==> src/rtl/uart_frame_parser.sv <==
// rtl/uart_frame_parser.sv - SYNC/LEN/payload/XOR-checksum frame parser with buffered valid/ready drain
module uart_frame_parser #(
    parameter logic [7:0] SYNC_BYTE = 8'h55,
    parameter int         MAX_LEN   = 16,
    parameter int         TIMEOUT   = 320
) (
    input  logic       clk_uart,
    input  logic       rst_n,
    input  logic       next_byte,
    input  logic [7:0] data,
    output logic       out_valid,
    input  logic       out_ready,
    output logic [7:0] out_data,
    output logic       out_last,
    output logic       frame_ok,
    output logic       frame_err,
    output logic [1:0] err_code
);
    localparam int LW = $clog2(MAX_LEN + 1);
    localparam int IW = (MAX_LEN > 1) ? $clog2(MAX_LEN) : 1;
    localparam int TW = $clog2(TIMEOUT + 1);
    localparam logic [7:0]    MAX_LEN_B = 8'(MAX_LEN);
    localparam logic [TW-1:0] TMO_LAST  = TW'(TIMEOUT - 1);

    localparam logic [1:0] E_LEN = 2'd0, E_CSUM = 2'd1, E_TMO = 2'd2, E_OVR = 2'd3;

    typedef enum logic [2:0] {IDLE, LEN, PAYLOAD, CSUM, DRAIN} state_t;

    state_t        state, state_d;
    logic [LW-1:0] len, idx, rd;
    logic [7:0]    acc;
    logic [TW-1:0] tcnt;
    logic [7:0]    mem [MAX_LEN];

    logic       ok_d, err_d;
    logic [1:0] code_d;
    logic       in_frame, tmo, hs, last;

    assign in_frame  = (state == LEN) || (state == PAYLOAD) || (state == CSUM);
    assign tmo       = in_frame && !next_byte && (tcnt == TMO_LAST);
    assign out_valid = (state == DRAIN);
    assign last      = (rd == len - LW'(1));
    assign out_last  = out_valid && last;
    assign out_data  = out_valid ? mem[rd[IW-1:0]] : 8'h00;
    assign hs        = out_valid && out_ready;

    always_comb begin
        state_d = state;
        ok_d    = 1'b0;
        err_d   = 1'b0;
        code_d  = err_code;
        case (state)
            IDLE: begin
                if (next_byte && data == SYNC_BYTE) state_d = LEN;
            end
            LEN: begin
                if (next_byte) begin
                    if (data == 8'h00 || data > MAX_LEN_B) begin
                        err_d   = 1'b1;
                        code_d  = E_LEN;
                        state_d = IDLE;
                    end else begin
                        state_d = PAYLOAD;
                    end
                end
            end
            PAYLOAD: begin
                if (next_byte && (idx + LW'(1) == len)) state_d = CSUM;
            end
            CSUM: begin
                if (next_byte) begin
                    if (data == acc) begin
                        ok_d    = 1'b1;
                        state_d = DRAIN;
                    end else begin
                        err_d   = 1'b1;
                        code_d  = E_CSUM;
                        state_d = IDLE;
                    end
                end
            end
            DRAIN: begin
                // Bytes arriving while draining are lost; the drain itself is unaffected.
                if (next_byte) begin
                    err_d  = 1'b1;
                    code_d = E_OVR;
                end
                if (hs && last) state_d = IDLE;
            end
            default: state_d = IDLE;
        endcase
        // A byte arriving in the expiry cycle keeps tmo low, so the byte wins.
        if (tmo) begin
            err_d   = 1'b1;
            code_d  = E_TMO;
            state_d = IDLE;
        end
    end

    always_ff @(posedge clk_uart or negedge rst_n) begin
        if (!rst_n) begin
            state     <= IDLE;
            frame_ok  <= 1'b0;
            frame_err <= 1'b0;
            err_code  <= 2'd0;
        end else begin
            state     <= state_d;
            frame_ok  <= ok_d;
            frame_err <= err_d;
            err_code  <= code_d;
        end
    end

    always_ff @(posedge clk_uart or negedge rst_n) begin
        if (!rst_n) begin
            len  <= '0;
            idx  <= '0;
            rd   <= '0;
            acc  <= 8'h00;
            tcnt <= '0;
        end else begin
            if (!in_frame || next_byte || tmo) tcnt <= '0;
            else                               tcnt <= tcnt + TW'(1);
            case (state)
                LEN: begin
                    if (next_byte) begin
                        len <= data[LW-1:0];
                        acc <= data;
                        idx <= '0;
                    end
                end
                PAYLOAD: begin
                    if (next_byte) begin
                        acc <= acc ^ data;
                        idx <= idx + LW'(1);
                    end
                end
                CSUM: rd <= '0;
                DRAIN: begin
                    if (hs) rd <= last ? '0 : rd + LW'(1);
                end
                default: begin
                    idx <= '0;
                    rd  <= '0;
                end
            endcase
        end
    end

    always_ff @(posedge clk_uart) begin
        if (state == PAYLOAD && next_byte) mem[idx[IW-1:0]] <= data;
    end
endmodule

==> config.mk <==
export PLATFORM = sky130hd
export DESIGN_NAME = uart_frame_parser
export DESIGN_NICKNAME = d
export VERILOG_FILES = /design/src/rtl/uart_frame_parser.sv
export SDC_FILE = /design/constraint.sdc
export NUM_CORES = 1
export LEC_CHECK = 0
export ABC_CLOCK_PERIOD_IN_PS = 6200
export CORE_MARGIN = 5
export CORE_UTILIZATION = 60
export DETAILED_ROUTE_END_ITERATION = 10
export HOLD_SLACK_MARGIN = 0.1
export PLACE_DENSITY = 0.81
export SLEW_MARGIN = 40
export SYNTH_ARGS = -nofsm -noshare
export SYNTH_HDL_FRONTEND = slang
export SYNTH_SLANG_ARGS = --single-unit
==> constraint.sdc <==
create_clock -name clk_uart -period 6.2 [get_ports clk_uart]
set_clock_uncertainty 0.05 [all_clocks]
set_input_delay 1.24 -clock clk_uart [delete_from_list [all_inputs] [get_ports clk_uart]]
set_output_delay 1.24 -clock clk_uart [all_outputs]
set_load 0.02 [all_outputs]
== After elaboration in Yosys (flattened, before gate mapping) ==
Memories as Yosys holds them, arrays and structs flattened.
Index checks and enable logic that the tools add are counted.
Cells by class
  order comparisons: 1
  equal/unequal tests: 20
  reduce and logical (&&, ||, !) cells: 27
  multiply operators: 0
  divide/modulo/power cells: 0
  bitwise logic cells: 3
  add/sub/neg operators: 4
  shift-type cells: 0
  mux-type cells: 39
Operator list (number)
  two-way mux 8 bit: 3
  two-way mux 3 bit: 7
  two-way mux 5 bit: 4
  case mux 8 bit (2 select lines): 1
  case mux 3 bit (5 select lines): 1
  case mux 5 bit (3 select lines): 1
  two-way mux 2 bit: 7
  != test 3 bit, second input constant: 4
  two-way mux 1 bit: 11
  adder 5 x 1 -> 5 bit, second input constant: 2
  equality test 5 bit: 2
  case mux 5 bit (2 select lines): 1
  adder 9 x 1 -> 9 bit, second input constant: 1
  equality test 9 bit, second input constant: 1
  two-way mux 9 bit: 1
  != test 3 x 2 -> 1 bit, second input constant: 3
  equality test 8 x 7 -> 1 bit, second input constant: 1
  equality test 8 bit: 1
  greater-than comparator 8 x 5 -> 1 bit, second input constant: 1
  logical AND 1 bit: 8
  logical NOT 8 bit: 1
  bitwise XOR 8 bit: 1
  equality test 3 x 2 -> 1 bit, second input constant: 2
  case mux 2 bit (3 select lines): 1
  18 further kinds: 28
Word-level totals
  memories kept: 1
  memory bits (writable): 128
  ROM bits: 0
  output and inout port bits: 14
  bits in latches: 0
  flip-flop bits (word level): 39
  word-level logic and storage cells: 104
Memory list
  mem: words 16, width 8, read ports 1, clocked after memory_dff 0, write ports 1, RTL line 33  | logic [7:0] mem [MAX_LEN];

== Longest topological paths before layout ==
  depth in word-level cells: 7
  mapped depth: 7
  depth with buffers taken out: 7

== Worst setup path before layout ==
No wires, ideal clock.
  path type: register -> output
  from: reg rd[1]
  to: out out_data[0]
  path slack: 2.975 ns
  cell stages (with the launch flop): 6
  data arrival time: 1.935 ns
  path through: dfrtp_1 clkbuf_1 clkbuf_1 mux4_2 mux4_2 and2_1
On the way
  cells in the longest elaborated chain, start to end: 2
Ends and longest elaborated chain
  start: declaration: RTL line 30  | logic [LW-1:0] len, idx, rd;
  start signal: assignment: RTL line 140  | if (hs) rd <= last ? '0 : rd + LW'(1);
  memory (16 x 8 bit)
  two-way mux 8 bit: RTL line 44  | assign out_data = out_valid ? mem[rd[IW-1:0]] : 8'h00;
  end: declaration: RTL line 13  | output logic [7:0] out_data,
Every way passes these cells.

== Worst setup path in the final report ==
  from: reg rd[0]
  to: out out_data[1]
The elaborated chain is that of the path after synthesis.

==> results_dict.tcl <==
set metrics [dict create \
    status "finished clean" \
    nets 537 \
    async_flop_share_pct 23.35 \
    die_area_mm2 0.01510 \
    die_h_um 122.9 \
    yosysUniqueCellTypes 56 \
    dpl.cell_count 671 \
    finalHoldViolCount 0 \
    synth_seq_area_share_pct 63.04 \
    clk_pin_slew_worst_paths_ns 0.07 \
    num_io_pins 26 \
    wirelength_um 16300 \
    synth_flop_cell "edfxtp_1" \
    postCtsResizedCells 0 \
    detail-route-antenna-nets 0 \
    cts.sinks 167 \
    yosysTopAreaCellShare_pct 50.28 \
    cts.path.max_buffers 2 \
    path_delay_family "multiplexers" \
    grt_pass1_wl_um 25660 \
    overflow 0 \
    slowest_stage "dfrtp_4" \
    critPathMaxStageDelay_ns 0.85 \
    critPathCaptureType "output port" \
    detail_route.wl_per_cell_um 23.19 \
    synth_edf_count 128 \
    setup_viol 0 \
    drive_gt1_share_pct 13.37 \
    clock_latency_ns 0.43 \
    via_per_inst 6.472 \
    crit_required_ns 4.91 \
    drcViolationCount 0 \
    gr-usage-all-layers_pct 23.59 \
    die_w_um 122.9 \
    finalCritPeriodShare_pct 71.61 \
    drt_pass1_iterations 5 \
    syn_inst 498 \
    synthesis.area_mm2 0.007645 \
    rsz0062_at_grt "false" \
    yosys_warnings 0 \
    worstPathMaxFanout 37 \
    yosys.area.top_type "edfxtp_1" \
    antenna_found_initial 0 \
    drtIter0Drc 520 \
    avgSynthCellArea_um2 15.35 \
    port_buffers 25 \
    power_per_cell_area_mw_per_mm2 337.6 \
    cts_tree "done" \
    cp_cell_sequence "mux4_1, mux4_2, and2_1, clkdlybuf4s50_1" \
    grt_pass1_vias 4607 \
    slew_headroom_pct 44.12 \
    grt_max_degree 40 \
    cts-buffers-inserted 17 \
    worst_ep_arrival_time_ns 3.15 \
    post-cts-setup-buffers 0 \
    hold_path.class "flip-flop to flip-flop" \
    p_leak_nw 2.892 \
    syn2layout_area_growth_pct 12.06 \
    initial_core_util_pct 60.83 \
    core_mm2 0.01257 \
    fin_crit_ns 4.440 \
    slew_viol_final 0 \
    peakVddDrop_mv 0.2469 \
    root_buffer "clkbuf_16" \
    synth_area_leaders "edfxtp_1 (50%), dfrtp_1 (13%), mux4_1 (7.2%)" \
    synth-seq-cells 167 \
    timing.setup.tns_ns 0 \
    synth_fp_nets 517 \
    crit_type "flip-flop to output port" \
    ctsHtreeMaxLevel 4 \
    antennaDiodeCount 0 \
    max_freq_mhz 225.2 \
    crit_path_start_kind "flip-flop" \
    worst_slew_pin_slew_ns 0.8351 \
    rows 41 \
    gp_congestion 0.8788 \
    max_cap_viol_count 0 \
    ctsHoldBuffers 0 \
    instances_no_fill 703 \
    via_count 4550 \
    dpl.hpwl_um 10320 \
    holdWs_ns 0.4500 \
    critPathBufInv 1 \
]
-- through the flow --
stage | utilization, % | power (mW) | setup slack [ns] | cell area (um2)
after floorplan | - | 1.737 | 2.975 | 7645
after global placement | 63.42 | 1.832 | 1.979 | 7971
after detailed placement | 63.47 | 1.868 | 1.961 | 7978
after CTS | 68.25 | 2.900 | 1.703 | 8578
after global routing | 68.16 | 3.026 | 1.655 | 8567
final | 68.16 | 2.892 | 1.760 | 8567
-- cell type report --
cell class	count	area, um2
clock buffer	17	425.4
clock inverter	15	175.2
fill	821	4001
inverter	13	48.80
multi-input combinational	291	2626
sequential	167	4826
tap	172	215.2
timing repair buffer	28	250.2
-- placed cells by master, fill, tap and decap left out, types with 6 or more instances in the layout --
cell type        Yosys  routed
clkbuf_16            0      17
o21ai_0             12      12
nand2_1             22      22
mux4_2              19      19
nand3_1             11      11
inv_1               11      11
nor3_1               7       7
ha_1                 7       7
nand2b_1             8       8
nor2b_1              6       6
a21oi_1             23      23
dfrtp_1             39      36
edfxtp_1           128     128
and2_1              23      23
inv_8                0       6
xnor2_1             19      19
a311o_1              8       8
clkdlybuf4s50_1      0      20
mux4_1              21      21
o311ai_0             7       7
nor2_1              29      29
xor2_1               9       9
-- report_power, final --
part	switching, mW	total (mW)	internal, mW
clock	0.490	1.03	0.544
combinational	0.253	0.469	0.216
sequential	0.124	1.39	1.27
total	0.866	2.89	2.03
-- flip-flops by register name (all words and copies together) (netlist names) --
register and count:
mem 128, tcnt 9, acc 8, idx 5, len 5, rd 5
state 3, err_code 2, frame_err 1, frame_ok 1
-- cell usage after synthesis, types with 4 or more instances --
library cell  number
edfxtp_1         128
dfrtp_1           39
nor2_1            29
a21oi_1           23
and2_1            23
nand2_1           22
mux4_1            21
mux4_2            19
xnor2_1           19
clkbuf_1          16
o21ai_0           12
inv_1             11
nand3_1           11
xor2_1             9
a311o_1            8
nand2b_1           8
ha_1               7
nor3_1             7
o311ai_0           7
nor2b_1            6
mux2_2             5
nand4_1            5
nor3b_1            5
o22ai_1            5
a31oi_1            4
and3_1             4
-- cells by family after synthesis --
group           count (synthesis)  synth area share [%]
compound gates                 80                 7.283
xor+xnor                       28                 3.208
fa+ha+maj                       7                 1.146
buf+inv                        40                 2.700
flops                         167                 63.04
mux                            46                 13.70
simple gates                  130                 8.920
-- path summary, 6_finish.rpt --
path                                       from                   to  slack [ns]  depth (start not counted)
max                           rd[0]$_DFFE_PN0P_          out_data[1]        1.76                          4
min                           tcnt[0]$_DFF_PN0_    tcnt[0]$_DFF_PN0_        0.45                          1
max reg2reg                state[2]$_DFFE_PN0P_  mem[8][7]$_DFFE_PP_        3.35                          4
min reg2reg                   tcnt[0]$_DFF_PN0_    tcnt[0]$_DFF_PN0_        0.45                          1
max in group asynchronous                 rst_n    rd[0]$_DFFE_PN0P_        4.98                          1
min in group asynchronous                 rst_n  frame_err$_DFF_PN0_        0.74                          1
-- per-layer routing --
metal,up-vias,share of wire [%],GRT usage [%]
met5,-,0,0
met3,34,6.9,5.991
met4,0,2.5,9.657
li1,1995,-,-
met1,2312,42,31.87
met2,209,49,37.00
Power figures use the tool's default switching activity.
